$ cat config.mk
export PLATFORM = sky130hd
export DESIGN_NAME = spi_reg_bridge_flat
export DESIGN_NICKNAME = d
export VERILOG_FILES = /design/src/rtl/spi_reg_pkg.sv /design/src/rtl/spi_reg_bridge_if.sv /design/src/rtl/sync_2ff.sv /design/src/rtl/spi_reg_bridge.sv /design/src/flat_wrapper.sv
export SDC_FILE = /design/constraint.sdc
export NUM_CORES = 1
export LEC_CHECK = 0
export CORE_ASPECT_RATIO = 0.9
export CORE_MARGIN = 5
export CORE_UTILIZATION = 25
export DETAILED_ROUTE_END_ITERATION = 8
export PLACE_DENSITY = 0.51
export SETUP_SLACK_MARGIN = 0.15
export SLEW_MARGIN = 20
export SYNTH_ARGS = -nofsm -noshare
export SYNTH_HDL_FRONTEND = slang
export SYNTH_SLANG_ARGS = --single-unit
$ cat constraint.sdc
create_clock -name clk -period 5.2 [get_ports clk]
set_clock_uncertainty 0.1 [all_clocks]
set_input_delay 0.52 -clock clk [delete_from_list [all_inputs] [get_ports clk]]
set_output_delay 0.52 -clock clk [all_outputs]
set_load 0.01 [all_outputs]
$ cat src/rtl/spi_reg_pkg.sv
// Shared types and constants for the SPI register bridge.
package spi_reg_pkg;

  typedef enum logic [1:0] {
    ST_IDLE = 2'd0,
    ST_CMD  = 2'd1,
    ST_RD   = 2'd2,
    ST_WR   = 2'd3
  } state_e;

  localparam int         CMD_RD_BIT = 7;
  localparam logic [6:0] ID_ADDR    = 7'h7F;
  localparam int         REG_LED    = 0;

endpackage

$ cat src/rtl/spi_reg_bridge_if.sv
// Byte-level link between spi_slave and the register bridge, plus the bridge's
// register-side outputs (LEDs, write strobe, frame activity).
interface spi_reg_bridge_if;
  logic       csn;
  logic [7:0] rx_data;
  logic       rx_ready;
  logic [7:0] tx_data;
  logic [7:0] led_reg;
  logic       wr_pulse;
  logic [6:0] wr_addr;
  logic [7:0] wr_data;
  logic       busy;

  modport slave (
    input  csn, rx_data, rx_ready,
    output tx_data, led_reg, wr_pulse, wr_addr, wr_data, busy
  );

  modport master (
    output csn, rx_data, rx_ready,
    input  tx_data, led_reg, wr_pulse, wr_addr, wr_data, busy
  );
endinterface

$ cat src/rtl/sync_2ff.sv
// Generic 1-bit two-flop synchroniser with a configurable reset level.
module sync_2ff #(
  parameter logic RST_VAL = 1'b1
) (
  input  logic clk,
  input  logic rstn,
  input  logic d,
  output logic q
);
  logic ff1_q, ff1_d;
  logic ff2_q, ff2_d;

  always_comb begin
    ff1_d = d;
    ff2_d = ff1_q;
  end

  always_ff @(posedge clk or negedge rstn) begin
    if (!rstn) begin
      ff1_q <= RST_VAL;
      ff2_q <= RST_VAL;
    end else begin
      ff1_q <= ff1_d;
      ff2_q <= ff2_d;
    end
  end

  assign q = ff2_q;
endmodule

$ cat src/rtl/spi_reg_bridge.sv
// Decodes CS-framed SPI byte streams into reads/writes of a small 8-bit
// register file; register 0 drives the board LEDs.
module spi_reg_bridge
  import spi_reg_pkg::*;
#(
  parameter int         NUM_REGS = 16,
  parameter logic [7:0] ID_VALUE = 8'hA5
) (
  input  logic            clk,
  input  logic            rstn,
  spi_reg_bridge_if.slave bus
);
  logic       csn_sync;
  logic       cs_prev_q, cs_prev_d;
  logic       cs_fall, cs_rise, take_byte, wr_en;
  state_e     state_q, state_d, state_nxt;
  logic [6:0] addr_q, addr_d, rx_addr, next_addr;
  logic [7:0] tx_data_q, tx_data_d, tx_nxt;
  logic       wr_pulse_q, wr_pulse_d;
  logic [6:0] wr_addr_q, wr_addr_d;
  logic [7:0] wr_data_q, wr_data_d;
  logic [7:0] regs_q [NUM_REGS];
  logic [7:0] regs_d [NUM_REGS];

  sync_2ff #(.RST_VAL(1'b1)) u_csn_sync (
    .clk  (clk),
    .rstn (rstn),
    .d    (bus.csn),
    .q    (csn_sync)
  );

  // Unimplemented addresses read as zero; the top address returns the ID byte.
  function automatic logic [7:0] rd_byte(input logic [6:0] a);
    logic [7:0] val;
    val = (a == ID_ADDR) ? ID_VALUE : 8'h00;
    for (int i = 0; i < NUM_REGS; i++) begin
      val = (a == 7'(i)) ? regs_q[i] : val;
    end
    return val;
  endfunction

  assign rx_addr   = bus.rx_data[6:0];
  assign next_addr = addr_q + 7'd1;
  assign cs_fall   = cs_prev_q & ~csn_sync;
  assign cs_rise   = ~cs_prev_q & csn_sync;
  // A byte arriving with the frame start belongs to no frame and is dropped.
  assign take_byte = bus.rx_ready & ~cs_fall;
  assign wr_en     = take_byte & (state_q == ST_WR);

  always_comb begin
    cs_prev_d = csn_sync;
    state_nxt = state_q;
    addr_d    = addr_q;
    tx_nxt    = tx_data_q;
    case (state_q)
      ST_IDLE: begin
        tx_nxt = ID_VALUE;
      end
      ST_CMD: begin
        if (take_byte) begin
          addr_d    = rx_addr;
          state_nxt = bus.rx_data[CMD_RD_BIT] ? ST_RD : ST_WR;
          tx_nxt    = bus.rx_data[CMD_RD_BIT] ? rd_byte(rx_addr) : tx_data_q;
        end else begin
          state_nxt = ST_CMD;
        end
      end
      ST_RD: begin
        if (take_byte) begin
          addr_d = next_addr;
          tx_nxt = rd_byte(next_addr);
        end else begin
          state_nxt = ST_RD;
        end
      end
      ST_WR: begin
        if (take_byte) begin
          addr_d = next_addr;
          tx_nxt = bus.rx_data;
        end else begin
          state_nxt = ST_WR;
        end
      end
      default: begin
        state_nxt = ST_IDLE;
        tx_nxt    = ID_VALUE;
      end
    endcase

    // Frame edges override the byte result; a byte coincident with cs_rise
    // has already been applied to the registers and wr_* above.
    state_d   = cs_fall ? ST_CMD : (cs_rise ? ST_IDLE : state_nxt);
    tx_data_d = (cs_fall | cs_rise) ? ID_VALUE : tx_nxt;

    wr_pulse_d = wr_en;
    wr_addr_d  = wr_en ? addr_q : wr_addr_q;
    wr_data_d  = wr_en ? bus.rx_data : wr_data_q;
    for (int i = 0; i < NUM_REGS; i++) begin
      regs_d[i] = (wr_en && (addr_q == 7'(i))) ? bus.rx_data : regs_q[i];
    end
  end

  always_ff @(posedge clk or negedge rstn) begin
    if (!rstn) begin
      cs_prev_q  <= 1'b1;
      state_q    <= ST_IDLE;
      addr_q     <= 7'd0;
      tx_data_q  <= ID_VALUE;
      wr_pulse_q <= 1'b0;
      wr_addr_q  <= 7'd0;
      wr_data_q  <= 8'h00;
      for (int i = 0; i < NUM_REGS; i++) begin
        regs_q[i] <= 8'h00;
      end
    end else begin
      cs_prev_q  <= cs_prev_d;
      state_q    <= state_d;
      addr_q     <= addr_d;
      tx_data_q  <= tx_data_d;
      wr_pulse_q <= wr_pulse_d;
      wr_addr_q  <= wr_addr_d;
      wr_data_q  <= wr_data_d;
      regs_q     <= regs_d;
    end
  end

  assign bus.tx_data  = tx_data_q;
  assign bus.led_reg  = regs_q[REG_LED];
  assign bus.wr_pulse = wr_pulse_q;
  assign bus.wr_addr  = wr_addr_q;
  assign bus.wr_data  = wr_data_q;
  assign bus.busy     = ~csn_sync;
endmodule

$ cat src/flat_wrapper.sv
// flat-port wrapper written by rule: the top's interface ports become plain ports
module spi_reg_bridge_flat import spi_reg_pkg::*;
#(
  parameter int         NUM_REGS = 16,
  parameter logic [7:0] ID_VALUE = 8'hA5
)
  (clk, rstn, bus_csn, bus_rx_data, bus_rx_ready, bus_tx_data, bus_led_reg, bus_wr_pulse, bus_wr_addr, bus_wr_data, bus_busy);
  spi_reg_bridge_if bus_i ();
  input  logic clk;
  input  logic rstn;
  input wire logic [$bits(bus_i.csn)-1:0] bus_csn;
  input wire logic [$bits(bus_i.rx_data)-1:0] bus_rx_data;
  input wire logic [$bits(bus_i.rx_ready)-1:0] bus_rx_ready;
  output wire logic [$bits(bus_i.tx_data)-1:0] bus_tx_data;
  output wire logic [$bits(bus_i.led_reg)-1:0] bus_led_reg;
  output wire logic [$bits(bus_i.wr_pulse)-1:0] bus_wr_pulse;
  output wire logic [$bits(bus_i.wr_addr)-1:0] bus_wr_addr;
  output wire logic [$bits(bus_i.wr_data)-1:0] bus_wr_data;
  output wire logic [$bits(bus_i.busy)-1:0] bus_busy;
  assign bus_i.csn = bus_csn;
  assign bus_i.rx_data = bus_rx_data;
  assign bus_i.rx_ready = bus_rx_ready;
  assign bus_tx_data = bus_i.tx_data;
  assign bus_led_reg = bus_i.led_reg;
  assign bus_wr_pulse = bus_i.wr_pulse;
  assign bus_wr_addr = bus_i.wr_addr;
  assign bus_wr_data = bus_i.wr_data;
  assign bus_busy = bus_i.busy;
  spi_reg_bridge #(.NUM_REGS(NUM_REGS), .ID_VALUE(ID_VALUE)) u_core (.clk(clk), .rstn(rstn), .bus(bus_i));
endmodule
== Word-level counts from Yosys, hierarchy flattened ==
Cells that the tools add are included.
W data, S select, Z words.
Operators by class
  mux-type cells: 50
  eq/ne operators: 58
  bitwise operators: 8
  reductions and logical operators: 26
  add/sub/neg operators: 1
Operators by type and width (number)
  $mux W8: 39
  $eq A7 B4 Y1 const B: 24
  $eq A7 B3 Y1 const B: 12
  $eq A7 B2 Y1 const B: 6
  $pmux W8 S4: 1
  $eq A7 B1 Y1 const B: 3
  $logic_not A7 Y1: 3
  $logic_and A1 B1 Y1: 16
  $eq A7 B7 Y1 const B: 2
  $mux W7: 2
  $pmux W7 S2: 1
  $mux W2: 5
  $ne A4 B2 Y1 const B: 2
  $add A7 B1 Y7 const B: 1
  $ne A3 B1 Y1 const B: 2
  $ne A3 B2 Y1 const B: 2
  $pmux W2 S3: 1
  $reduce_and A3 Y1: 2
  $reduce_bool A5 Y1: 1
  $and A1 B1 Y1: 4
  $eq A2 B2 Y1 const B: 2
  $ne A2 B1 Y1 const B: 2
  $reduce_and A4 Y1: 1
  $not A1 Y1: 3
  other kinds (6): 6
Storage, ports and cells
  flip-flop bits (word level): 164
  output and inout bits: 33
  logic and storage cells: 168

== Logic depth before layout (Yosys ltp) ==
  depth in word-level cells: 22
  gate-level depth with buffers: 13

== Hierarchy ==
A second synthesis with hierarchy kept.
Second synthesis, totals
  cells, all modules: 1067
  area, all modules: 9965.8 µm²
Modules (own cells, without submodules)
  spi_reg_bridge: instances 1, area each 9913.3 µm², cells each 1065
  sync_2ff: instances 1, area each 52.6 µm², cells each 2

== Least setup slack after synthesis ==
No wires, ideal clock.
  path type: flip-flop to flip-flop
  from: register u_core.u_csn_sync.ff2_q (netlist: u_core.u_csn_sync.q)
  to: register u_core.regs_q[0] (netlist bit)
  arrival time: 2.518 ns
  required time: 4.975 ns
  path buffers: 3
  setup slack: 2.457 ns
  stages on the path, launching flop included: 11
  cell sequence: dfstp_2 > inv_1 > ha_1 > nand2b_1 > or2_2 > clkbuf_1 > inv_1 > clkbuf_1 > and3_1 > clkbuf_1 > mux2_2
Between the ends
  longest elaborated chain between the ends: 6
Ends and longest elaborated chain
  start: declaration: line sync_2ff.sv:11  | logic ff2_q, ff2_d;
  start signal: assignment: line sync_2ff.sv:21  | ff2_q <= RST_VAL;
  start signal: assignment: line sync_2ff.sv:24  | ff2_q <= ff2_d;
  $not A1 Y1
  named net bus_busy: line flat_wrapper.sv:19  | output wire logic [$bits(bus_i.busy)-1:0] bus_busy;
  $and A1 B1 Y1: line spi_reg_bridge.sv:44  | assign cs_fall = cs_prev_q & ~csn_sync;
  $not A1 Y1: line spi_reg_bridge.sv:47  | assign take_byte = bus.rx_ready & ~cs_fall;
  $and A1 B1 Y1: line spi_reg_bridge.sv:47
  $and A1 B1 Y1: line spi_reg_bridge.sv:48  | assign wr_en = take_byte & (state_q == ST_WR);
  $logic_and A1 B1 Y1: line spi_reg_bridge.sv:99  | regs_d[i] = (wr_en && (addr_q == 7'(i))) ? bus.rx_data : regs_q[i];
  end signal: assignment: line spi_reg_bridge.sv:123  | regs_q <= regs_d;
  end: declaration: line spi_reg_bridge.sv:22  | logic [7:0] regs_q [NUM_REGS];
The timed path passes the listed nets, and every way through them passes these cells.
A chain may end at the register's enable or synchronous reset.

== Final worst setup path ==
  from: register u_core.state_q[1]
  to: register u_core.tx_data_q[0] (netlist: u_core.bus.tx_data[0])
Between the ends
  longest elaborated chain between the ends: 3
  elaborated cells between the ends (all ways): 11
  those cells by class: 7 x eq/ne; 2 x mux; 2 x reduce/logical
Ends and longest elaborated chain
  start: declaration: line spi_reg_bridge.sv:16  | state_e state_q, state_d, state_nxt;
  start signal: assignment: line spi_reg_bridge.sv:117  | state_q <= state_d;
  $eq A2 B2 Y1 (tied with other cells): line spi_reg_bridge.sv:55  | case (state_q)
  $ne A3 B2 Y1 (no line) (tied with other cells)
  $reduce_and A4 Y1 (no line) or $mux W8 (tied branches)
  end signal: assignment: line spi_reg_bridge.sv:119  | tx_data_q <= tx_data_d;
  end: declaration: line spi_reg_bridge.sv:18  | logic [7:0] tx_data_q, tx_data_d, tx_nxt;
Parallel ways exist; a longest one is shown, timed or not.

==> flow_metrics.py <==
metrics = {
    "run_status": {
        "status": "finished clean",
    },
    "clock_network": {
        "insertion_delay_ns": 0.45,
        "cts.sinks": 164,
        "cts_hold_buf": 0,
        "htreeDepth": 4,
        "cts_buffers": 17,
        "clock-root-buffer": "clkbuf_16",
        "path_clk_slew_ns": 0.07,
        "cts_setup_buffers": 0,
        "cts_tree": "done",
        "post_cts_resized": 0,
        "clockBufferDepth": 2,
    },
    "yosys": {
        "synth_area_leaders": "dfrtp_1, mux2_2, nand2_1, o21ai_0, a21oi_1",
        "synth_nets": 1102,
        "netlist_instances": 1079,
        "synth_top_cell_area_share_pct": 40.2,
        "ys_seq_area_share_pct": 42.1,
        "synth.most_common_cell": "dfrtp_1",
        "synth.avg_cell_area_sq_um": 9.05,
        "ys_seq_elements": 164,
        "yosys-top-cells-count": "dfrtp_1, nand2_1, mux2_2, o21ai_0, a21oi_1",
        "yosys_warnings": 0,
        "synth_edf_count": 0,
        "synth_ff_type": "dfrtp_1",
        "yosysUniqueCellTypes": 72,
        "synthArstFlopShare_pct": 100,
        "netlist_area_sq_um": 9760,
        "synth_top_area_cell": "dfrtp_1",
    },
    "sta": {
        "period_share_pct": 71.1,
        "slew_violations": 0,
        "fmax_ghz": 0.270,
        "hold_viol_final": 0,
        "worst_pin_slew_ns": 0.961,
        "layout_min_cycle_time_ns": 3.70,
        "setup_violations": 0,
        "fin_ws_ns": 1.50,
        "tns_ns": 0,
        "maxSlewHeadroom_pct": 35.7,
        "grt_setup_unrepaired": "no",
        "hold_slack_ns": 0.0577,
    },
    "pwr": {
        "power_leakage_nw": 4.71,
        "peakVddDrop_uv": 236,
        "finalPower_mw": 4.97,
        "powerDensity_nw_per_um2": 441,
    },
    "floorplanning": {
        "num_rows": 68,
        "die_area_sq_um": 43100,
        "io_pins": 45,
        "start_util_pct": 25.4,
        "core-area_sq_um": 38500,
        "die_height_um": 197,
        "die_w_um": 218,
    },
    "global_route": {
        "grt_max_degree": 91,
        "grt-ovfl-total": 0,
        "grt_pass1_vias": 8873,
        "grt_pass1_wl_um": 63300,
        "grt.total_usage_pct": 19.8,
        "antenna_found_initial": 1,
    },
    "setup_path": {
        "critical_path.startpoint": "u_core.state_q[1]$_DFFE_PN0P_",
        "timing.rr.start": "u_core.state_q[1]$_DFFE_PN0P_",
        "worstPathArrival_ns": 3.95,
        "required_ns": 5.45,
        "start_kind": "register",
        "endpoint_kind": "register",
        "cp_max_fo": 12,
        "path_class": "register to register",
    },
    "finish": {
        "drive_gt1_share_pct": 18.0,
        "postLayoutCoreUtil_pct": 29.4,
        "diodes": 0,
        "largest_reg_flops": 120,
        "fin_area_sq_um": 11300,
        "fin_nets": 1111,
        "n_fill_cell": 4143,
        "area_growth_pct": 15.6,
        "regMostFlops": "u_core.regs_q",
        "fin_cells": 1624,
    },
    "drt": {
        "ant_nets": 0,
        "drc": 0,
        "routed_wl_um": 43000,
        "dr.pass1.iters": 7,
        "via_per_inst": 5.67,
        "vias": 9204,
        "drt_iter0_drc": 1274,
        "wire_per_inst_um": 26.5,
    },
    "place": {
        "dp.cells": 1594,
        "gp_congestion": 1.01,
        "postPlaceCellArea_sq_um": 10700,
        "port_buffers": 44,
        "dp_hpwl_um": 31100,
        "pre_cts_ws_ns": 1.39,
    },
    "flow_run": {
        "cap_violations": 0,
    },
    "hold_path": {
        "holdCritPathClass": "input port to asynchronous set/reset pin",
    },
}
[per-layer routing]
metal  share of wire [%]  GRT usage [%]
met5               0.016              0
met1                  44           28.1
met2                  44           30.4
met3                 9.2           4.48
met4                 2.7           5.49
[cell families after synthesis]
logic type / after synthesis / synth area share, %
mux: 113 / 12.9
xor+xnor: 2 / 0.179
compound gates: 336 / 22.1
simple gates: 329 / 15.9
flops: 164 / 42.1
fa+ha+maj: 11 / 1.41
buf+inv: 124 / 5.34
[layout make-up]
class	instances	area (sq um)	share of cell area, %
Multi-Input combinational cell	791	5130	45.4
Sequential cell	164	4110	36.4
Timing Repair Buffer	82	717	6.35
Tap cell	525	657	5.82
Clock buffer	21	470	4.17
Inverter	32	120	1.06
Clock inverter	9	81.3	0.720
[placed cells by master, fill, tap and decap left out, types with 5 or more instances in the layout]
| cell | n |
|---|---|
| dfrtp_1 | 157 |
| nor4_1 | 5 |
| nor2_1 | 59 |
| a211oi_1 | 15 |
| mux2_2 | 104 |
| clkdlybuf4s50_1 | 41 |
| nand2b_1 | 7 |
| and3_1 | 11 |
| inv_1 | 32 |
| nand4_1 | 5 |
| nor3b_1 | 6 |
| o2111ai_1 | 6 |
| a221oi_1 | 13 |
| a22oi_1 | 21 |
| or3_1 | 6 |
| clkbuf_16 | 17 |
| a32oi_1 | 6 |
| nor2b_1 | 7 |
| a31oi_1 | 11 |
| or2_2 | 5 |
| buf_4 | 38 |
| o21ai_0 | 98 |
| nor3_1 | 21 |
| mux2i_1 | 9 |
| o211ai_1 | 13 |
| dfstp_2 | 7 |
| o22ai_1 | 26 |
| a21oi_1 | 68 |
| ha_1 | 11 |
| o221ai_1 | 8 |
| nand3_1 | 40 |
| nand2_1 | 136 |
[worst paths after layout]
path                                                           to  slack, ns  depth (start not counted)
worst min register to register      u_core.u_csn_sync.q$_DFF_PN1_       0.26                          0
max in group asynchronous            u_core.regs_q[8]$_DFFE_PN0P_       3.83                          2
worst max register to register  u_core.bus.tx_data[0]$_DFFE_PN1P_       1.50                          9
worst min-delay path            u_core.bus.wr_data[7]$_DFFE_PN0P_       0.06                          1
min in group clk                    u_core.u_csn_sync.q$_DFF_PN1_       0.26                          0
worst max-delay path            u_core.bus.tx_data[0]$_DFFE_PN1P_       1.50                          9
[power by group]
part           total (mW)  internal, mW  leakage, nW  switching [mW]
Sequential           1.71          1.48         2.20           0.233
Combinational        2.01         0.684         2.25            1.33
Clock                1.25         0.689        0.267           0.557
[critical path: stages, from the launching register on]
cell	delay, ns
dfrtp_1	0.46
ha_1	0.44
nor2_1	0.51
a21boi_0	0.23
nor2_1	0.57
nand3b_1	0.56
a21oi_1	0.26
o21ai_0	0.14
nor3_1	0.21
a211oi_1	0.10
No activity file was read; power rests on OpenSTA's default activity.
